==> src/rtl/pulse_gen_pkg.sv <==
// pulse_gen_pkg
// Shared types and default widths for the multi-channel pulse generator.
//   chan_state_t : per-channel FSM state (IDLE / HIGH / LOW)
//   pulse_mode_t : channel operating mode (CONTINUOUS / BURST)
package pulse_gen_pkg;

  localparam int DEF_NUM_CH  = 4;
  localparam int DEF_CNT_W   = 16;
  localparam int DEF_BURST_W = 8;

  typedef enum logic [1:0] {
    IDLE = 2'd0,
    HIGH = 2'd1,
    LOW  = 2'd2
  } chan_state_t;

  typedef enum logic {
    CONTINUOUS = 1'b0,
    BURST      = 1'b1
  } pulse_mode_t;

endpackage : pulse_gen_pkg

==> src/rtl/pulse_gen_channel.sv <==
// pulse_gen_channel
// One independent pulse channel: IDLE/HIGH/LOW FSM with a phase down-counter
// and a burst pulse counter. All outputs are registered.
// Ports:
//   clk_i         : clock, rising edge
//   rst_i         : synchronous active-high reset
//   enable_i      : run enable; dropping it aborts to IDLE without done
//   mode_i        : 0 = continuous, 1 = burst (latched at start)
//   start_i       : burst trigger strobe (only honoured in IDLE)
//   high_cycles_i : high phase length in cycles (0 = channel off)
//   low_cycles_i  : low phase length in cycles (0 = LOW skipped)
//   burst_len_i   : pulses per burst (latched at start)
//   pulse_o       : pulse train
//   busy_o        : channel in HIGH or LOW
//   done_o        : one-cycle burst completion strobe
module pulse_gen_channel
  import pulse_gen_pkg::*;
#(
  parameter int CNT_W   = DEF_CNT_W,
  parameter int BURST_W = DEF_BURST_W
) (
  input  logic               clk_i,
  input  logic               rst_i,
  input  logic               enable_i,
  input  logic               mode_i,
  input  logic               start_i,
  input  logic [CNT_W-1:0]   high_cycles_i,
  input  logic [CNT_W-1:0]   low_cycles_i,
  input  logic [BURST_W-1:0] burst_len_i,
  output logic               pulse_o,
  output logic               busy_o,
  output logic               done_o
);

  chan_state_t        state_q, state_d;
  logic [CNT_W-1:0]   cnt_q, cnt_d;     // cycles left in current phase, minus one
  logic [CNT_W-1:0]   low_q, low_d;     // low length latched at each HIGH entry
  logic [BURST_W-1:0] rem_q, rem_d;     // burst pulses not yet finished
  pulse_mode_t        mode_q, mode_d;

  logic pulse_q, pulse_d;
  logic busy_q, busy_d;
  logic done_q, done_d;

  // Set when a new HIGH phase should begin from the live inputs; the high
  // length lives only in the counter, so it needs no separate register.
  logic launch;
  logic burst_end;

  // State register and registered outputs
  always_ff @(posedge clk_i) begin
    if (rst_i) begin
      state_q <= IDLE;
      cnt_q   <= '0;
      low_q   <= '0;
      rem_q   <= '0;
      mode_q  <= CONTINUOUS;
      pulse_q <= 1'b0;
      busy_q  <= 1'b0;
      done_q  <= 1'b0;
    end else begin
      state_q <= state_d;
      cnt_q   <= cnt_d;
      low_q   <= low_d;
      rem_q   <= rem_d;
      mode_q  <= mode_d;
      pulse_q <= pulse_d;
      busy_q  <= busy_d;
      done_q  <= done_d;
    end
  end

  // Next-state and counter logic
  always_comb begin
    state_d   = state_q;
    cnt_d     = cnt_q;
    low_d     = low_q;
    rem_d     = rem_q;
    mode_d    = mode_q;
    launch    = 1'b0;
    burst_end = 1'b0;

    if (!enable_i) begin
      state_d = IDLE;
    end else begin
      unique case (state_q)
        IDLE: begin
          if (pulse_mode_t'(mode_i) == CONTINUOUS) begin
            launch = 1'b1;
            mode_d = CONTINUOUS;
          end else if (start_i) begin
            if (burst_len_i == '0) begin
              // Empty burst: immediate completion, never leaves IDLE
              burst_end = 1'b1;
            end else begin
              launch = 1'b1;
              mode_d = BURST;
              rem_d  = burst_len_i;
            end
          end
        end

        HIGH: begin
          if (cnt_q != '0) begin
            cnt_d = cnt_q - 1'b1;
          end else begin
            if (mode_q == BURST) rem_d = rem_q - 1'b1;
            if (low_q != '0) begin
              state_d = LOW;
              cnt_d   = low_q - 1'b1;
            end else if (mode_q == BURST && rem_q == BURST_W'(1)) begin
              // No LOW phase, so completion happens leaving the last HIGH
              state_d   = IDLE;
              burst_end = 1'b1;
            end else begin
              launch = 1'b1;
            end
          end
        end

        LOW: begin
          if (cnt_q != '0) begin
            cnt_d = cnt_q - 1'b1;
          end else if (mode_q == BURST && rem_q == '0) begin
            state_d   = IDLE;
            burst_end = 1'b1;
          end else begin
            launch = 1'b1;
          end
        end

        default: state_d = IDLE;
      endcase
    end

    // Latch the phase lengths; a zero high length parks the channel in IDLE
    if (launch) begin
      low_d = low_cycles_i;
      if (high_cycles_i != '0) begin
        state_d = HIGH;
        cnt_d   = high_cycles_i - 1'b1;
      end else begin
        state_d = IDLE;
      end
    end
  end

  // Output decode from the next state so the registered outputs align with it
  always_comb begin
    pulse_d = (state_d == HIGH);
    busy_d  = (state_d != IDLE);
    done_d  = burst_end;
  end

  assign pulse_o = pulse_q;
  assign busy_o  = busy_q;
  assign done_o  = done_q;

endmodule : pulse_gen_channel

==> src/rtl/pulse_gen_multi.sv <==
// pulse_gen_multi
// NUM_CH fully independent programmable pulse channels.
// Ports:
//   clk         : clock, rising edge
//   reset       : synchronous active-high reset of all channels
//   enable      : per-channel run enable
//   mode        : per-channel mode, 0 = continuous, 1 = burst
//   start       : per-channel burst trigger strobe
//   high_cycles : NUM_CH x CNT_W high durations, channel 0 in the LSBs
//   low_cycles  : NUM_CH x CNT_W low durations
//   burst_len   : NUM_CH x BURST_W pulses per burst
//   pulse_out   : per-channel registered pulse train
//   busy        : per-channel not-IDLE flag
//   done        : per-channel burst completion strobe
module pulse_gen_multi
  import pulse_gen_pkg::*;
#(
  parameter int NUM_CH  = DEF_NUM_CH,
  parameter int CNT_W   = DEF_CNT_W,
  parameter int BURST_W = DEF_BURST_W
) (
  input  logic                      clk,
  input  logic                      reset,
  input  logic [NUM_CH-1:0]         enable,
  input  logic [NUM_CH-1:0]         mode,
  input  logic [NUM_CH-1:0]         start,
  input  logic [NUM_CH*CNT_W-1:0]   high_cycles,
  input  logic [NUM_CH*CNT_W-1:0]   low_cycles,
  input  logic [NUM_CH*BURST_W-1:0] burst_len,
  output logic [NUM_CH-1:0]         pulse_out,
  output logic [NUM_CH-1:0]         busy,
  output logic [NUM_CH-1:0]         done
);

  generate
    for (genvar gi = 0; gi < NUM_CH; gi++) begin : g_ch
      pulse_gen_channel #(
        .CNT_W   (CNT_W),
        .BURST_W (BURST_W)
      ) u_ch (
        .clk_i         (clk),
        .rst_i         (reset),
        .enable_i      (enable[gi]),
        .mode_i        (mode[gi]),
        .start_i       (start[gi]),
        .high_cycles_i (high_cycles[gi*CNT_W +: CNT_W]),
        .low_cycles_i  (low_cycles[gi*CNT_W +: CNT_W]),
        .burst_len_i   (burst_len[gi*BURST_W +: BURST_W]),
        .pulse_o       (pulse_out[gi]),
        .busy_o        (busy[gi]),
        .done_o        (done[gi])
      );
    end
  endgenerate

endmodule : pulse_gen_multi

==> config.mk <==
export PLATFORM = sky130hd
export DESIGN_NAME = pulse_gen_multi
export DESIGN_NICKNAME = d
export VERILOG_FILES = /design/src/rtl/pulse_gen_pkg.sv /design/src/rtl/pulse_gen_channel.sv /design/src/rtl/pulse_gen_multi.sv
export SDC_FILE = /design/constraint.sdc
export NUM_CORES = 1
export LEC_CHECK = 0
export ABC_AREA = 1
export BUFFER_PORTS_ARGS = -buffer_cell sky130_fd_sc_hd__buf_2
export CAP_MARGIN = 20
export CORE_ASPECT_RATIO = 1.5
export CORE_MARGIN = 4
export CORE_UTILIZATION = 40
export CTS_BUF_LIST = sky130_fd_sc_hd__clkbuf_16
export DETAILED_ROUTE_END_ITERATION = 16
export HOLD_SLACK_MARGIN = 0.15
export PLACE_DENSITY_LB_ADDON = 0.05
export SYNTH_ARGS = -nofsm -noshare
export SYNTH_HDL_FRONTEND = slang
export SYNTH_SLANG_ARGS = --single-unit
==> constraint.sdc <==
create_clock -name clk -period 3.35 [get_ports clk]
set_input_delay 0.335 -clock clk [delete_from_list [all_inputs] [get_ports clk]]
set_output_delay 0.335 -clock clk [all_outputs]
set_load 0.02 [all_outputs]
==> metrics.md <==
| Metric | Value |
|---|---|
| Power Density | between 300 and 400 nW/µm² |
| Vias in the first global route | 15700 |
| Slew @ Worst Pin | between 800 and 900 ps |
| Deepest clock path buffer count | 2 |
| Max-cap violations | 0 |
| CP Max Fanout | 29 |
| Via density | 5.10 |
| Distinct cell type count after synthesis | 51 |
| Flops & latches, synth | between 150 and 200 |
| WL final | 48.0 mm |
| Die footprint | just over 40000 µm² |
| Clock root cell | clkbuf_16 |
| CTS H-tree lvls | 4 |
| Residual DRC | 0 |
| Fmax | 356 MHz |
| Dpl ws | 616 ps |
| Num Clock Sinks | 184 |
| Initial DRC count | 849 |
| Cts hold-fix bufs | 37 |
| Syn_nets | 2751 |
| Tot GR Track Use | 22.9% |
| Largest net degree at the start of global routing | 97 |
| I/O Buffers | 185 |
| Ys Warns | 0 |
| Startpoint types | flop |
| Final hold vios | 0 |
| Static leakage | 0.00841 µW |
| Worst r2r src | g_ch[1].u_ch.state_q[1]$_SDFF_PP0_ |
| Hold Path Class | input pin to flop |
| Max_slew headroom | 43.6% |
| Chip height | 246 µm |
| Setup Fix Bufs, Post-CTS | 0 |
| Drt pass-1 iters | 5 |
| Final ANT Viol Nets | 0 |
| Clk slew on worst S/H paths | 80 ps |
| Ant diodes | 0 |
| Delay-heaviest family, CP | simple AND/OR/NAND/NOR gates |
| Gpl congestion | between 0.9 and 1 |
| WP data required | around 3700 ps |
| Nets | 2922 |
| Rows | 87 |
| Area delta synth->final | 13.7% |
| Final setup viols | 0 |
| Slowest CP cell | nand3_2 |
| Crit end category | flop |
| DP HPWL | 38.2 mm |
| Resize count post-CTS | 0 |
| Ys async rst share | 0% |
| Synthesized area | 15200 µm² |
| Skew final | 15.9 ps |
| Setup TNS | 0 ps |
| Core Footprint | 37600 µm² |
| Vias | 16300 |
| Global route overflow | 0 |
| EDFF count, synth | 0 |
| Number of buffers created by CTS | 17 |
| Status | complete, no violations |
| Worst endpoint data arrival time | roughly 3100 ps |
| Worst reg-to-reg path cell count | 11 |
| Share of cells above drive strength 1 | 12.9% |
| I/O pins | 186 |
| Critical path type | flop to flop |
| Final worst slack | ~540 ps |
| WP buf/inv | 2 |
| Synthesized area per cell | ~6 µm² |
| CP Depth | 11 |
| Most common flop cell mapped by yosys | dfxtp_1 |
| First-pass GRT wire length | a little under 80 mm |
| Worst vdd ir | 0.285 mV |
| Setup crit start | g_ch[1].u_ch.state_q[1]$_SDFF_PP0_ |
| Hold Startpoint | low_cycles[61] |
| Fin crit period | 2810 ps |
| Register area share after synthesis | 24.3% |
| Hold Path Cell Cnt | 3 |
| Skew-Pair Late Insertion Delay | 460 ps |
| RSZ-0062 raised after global routing | no |
| Mapped Cells | 2530 |
| Starting Density | 40.4% |
| Initial antenna violation count | 0 |
| CTS tree | done |
| CP Cell Sequence | inv_1 > ha_1 > inv_1 > nor2_1 > nand2_1 > nand2_1 > nand2_2 > nand2_2 > nand3_2 > o21ai_0 > a21oi_2 |
| Wire per inst | 15.0 µm |
| Crit-path max cell delay | 500 ps |
| Max-slew violations | 0 |
| Tcrit/Tclk final | roughly 84% |
| Die Span X | about 170 µm |
==> synthesized netlist by cell type (10+ instances only) <==
library cell	n	share of area [%]
xnor2_1	30	1.7
nand2_1	607	15
a21oi_1	150	5.0
or2_2	10	0.41
xor2_1	89	5.1
a31oi_1	17	0.70
buf_2	17	0.56
o21ai_0	191	6.3
nor2_1	388	9.6
clkbuf_1	35	0.87
nor3_1	29	0.96
nand4_1	40	1.7
ha_1	47	3.9
nand2_2	15	0.62
nand3_1	167	5.5
o21ai_1	62	2.0
buf_4	23	1.1
dfxtp_1	184	24
inv_1	272	6.7
inv_2	27	0.67
nor2_2	34	1.4
==> placed cells by master, fill, tap and decap left out, types with 34 or more instances in the layout <==
cell type | Yosys | layout
a21oi_1 | 150 | 150
buf_2 | 17 | 185
dfxtp_1 | 184 | 184
dlygate4sd3_1 | 0 | 37
ha_1 | 47 | 47
inv_1 | 272 | 273
nand2_1 | 607 | 607
nand3_1 | 167 | 167
nand4_1 | 40 | 40
nor2_1 | 388 | 388
nor2_2 | 34 | 34
o21ai_0 | 191 | 191
o21ai_1 | 62 | 62
xor2_1 | 89 | 89
==> final cells by class <==
class	count	area [µm²]
Tap cell	489	612
Sequential cell	184	3680
Inverter	302	1140
Clock buffer	17	425
Multi-Input combinational cell	1960	9860
Timing Repair Buffer	236	1410
Fill cell	4110	20300
Clock inverter	15	114
==> final timing paths <==
check / endpoint / slack [ps]
hold reg to reg: g_ch[2].u_ch.rem_q[7]$_SDFFE_PP0P_ / 500
setup reg to reg: g_ch[1].u_ch.cnt_q[3]$_SDFF_PP0_ / 540
hold / removal: g_ch[3].u_ch.low_q[13]$_SDFFE_PP0N_ / 160
setup / recovery: g_ch[1].u_ch.cnt_q[3]$_SDFF_PP0_ / 540
==> report_power, final <==
part | switching [µW] | leakage [µW] | internal (µW) | total, µW
combinational | 1400 | 0.00663 | 766 | 2160
clock | 946 | 0.000268 | 1010 | 1960
sequential | 182 | 0.00152 | 2360 | 2540
total | 2520 | 0.00841 | 4140 | 6660
==> worst register-to-register path, cell delays in order, from the launching register on <==
cell and delay, ps:
dfxtp_1 350, inv_1 90, ha_1 430, inv_1 330, nor2_1 170, nand2_1 70, nand2_1 70, nand2_2 60
nand2_2 90, nand3_2 500, o21ai_0 460, a21oi_2 50
==> metrics by stage <==
stage / cells / utilization (%) / hold slack (ps) / total power [µW] / area, µm²
after floorplan: 2530 / - / 408 / 4130 / 15200
after global placement: 3134 / 43.5 / 482 / 4700 / 16300
after detailed placement: 3134 / 43.5 / 489 / 4710 / 16300
after CTS: 3203 / 45.9 / 150 / 6730 / 17200
after global routing: 3203 / 45.9 / 177 / 7130 / 17200
final: 3203 / 45.9 / 157 / 6660 / 17200
==> routing by layer <==
layer	vias up	GRT usage, %	routed length (µm)	share of wire, %
li1	8468	-	-	-
met3	100	2.66	1430	3.0
met5	-	0	0	0
met4	0	9.51	1790	3.7
met2	346	42.9	24700	52
met1	7410	26.0	20000	42
==> logic make-up (layout without fill, tap and decap cells) <==
| kind of cell | after synthesis | in the layout | share of synthesized area (%) |
|---|---|---|---|
| and+or+nand+nor | 1333 | 1333 | 38.1 |
| AOI/OAI and AO/OA | 459 | 459 | 16.0 |
| buffers and inverters | 386 | 570 | 10.7 |
| DFF | 184 | 184 | 24.3 |
| xor gates and xnor gates | 119 | 119 | 6.87 |
| adders and majority gates | 47 | 47 | 3.88 |
| muxes | 2 | 2 | 0.132 |
==> sequential cells by signal, summed over array words and instances, names as in the netlist <==
| register | cells |
|---|---|
| g_ch.u_ch.state_q | 8 |
| g_ch.u_ch.mode_q | 4 |
| g_ch.u_ch.cnt_q | 64 |
| g_ch.u_ch.pulse_o | 4 |
| g_ch.u_ch.rem_q | 32 |
| g_ch.u_ch.done_o | 4 |
| g_ch.u_ch.busy_o | 4 |
| g_ch.u_ch.low_q | 64 |
Note: power is estimated with default switching activity, not from simulation.
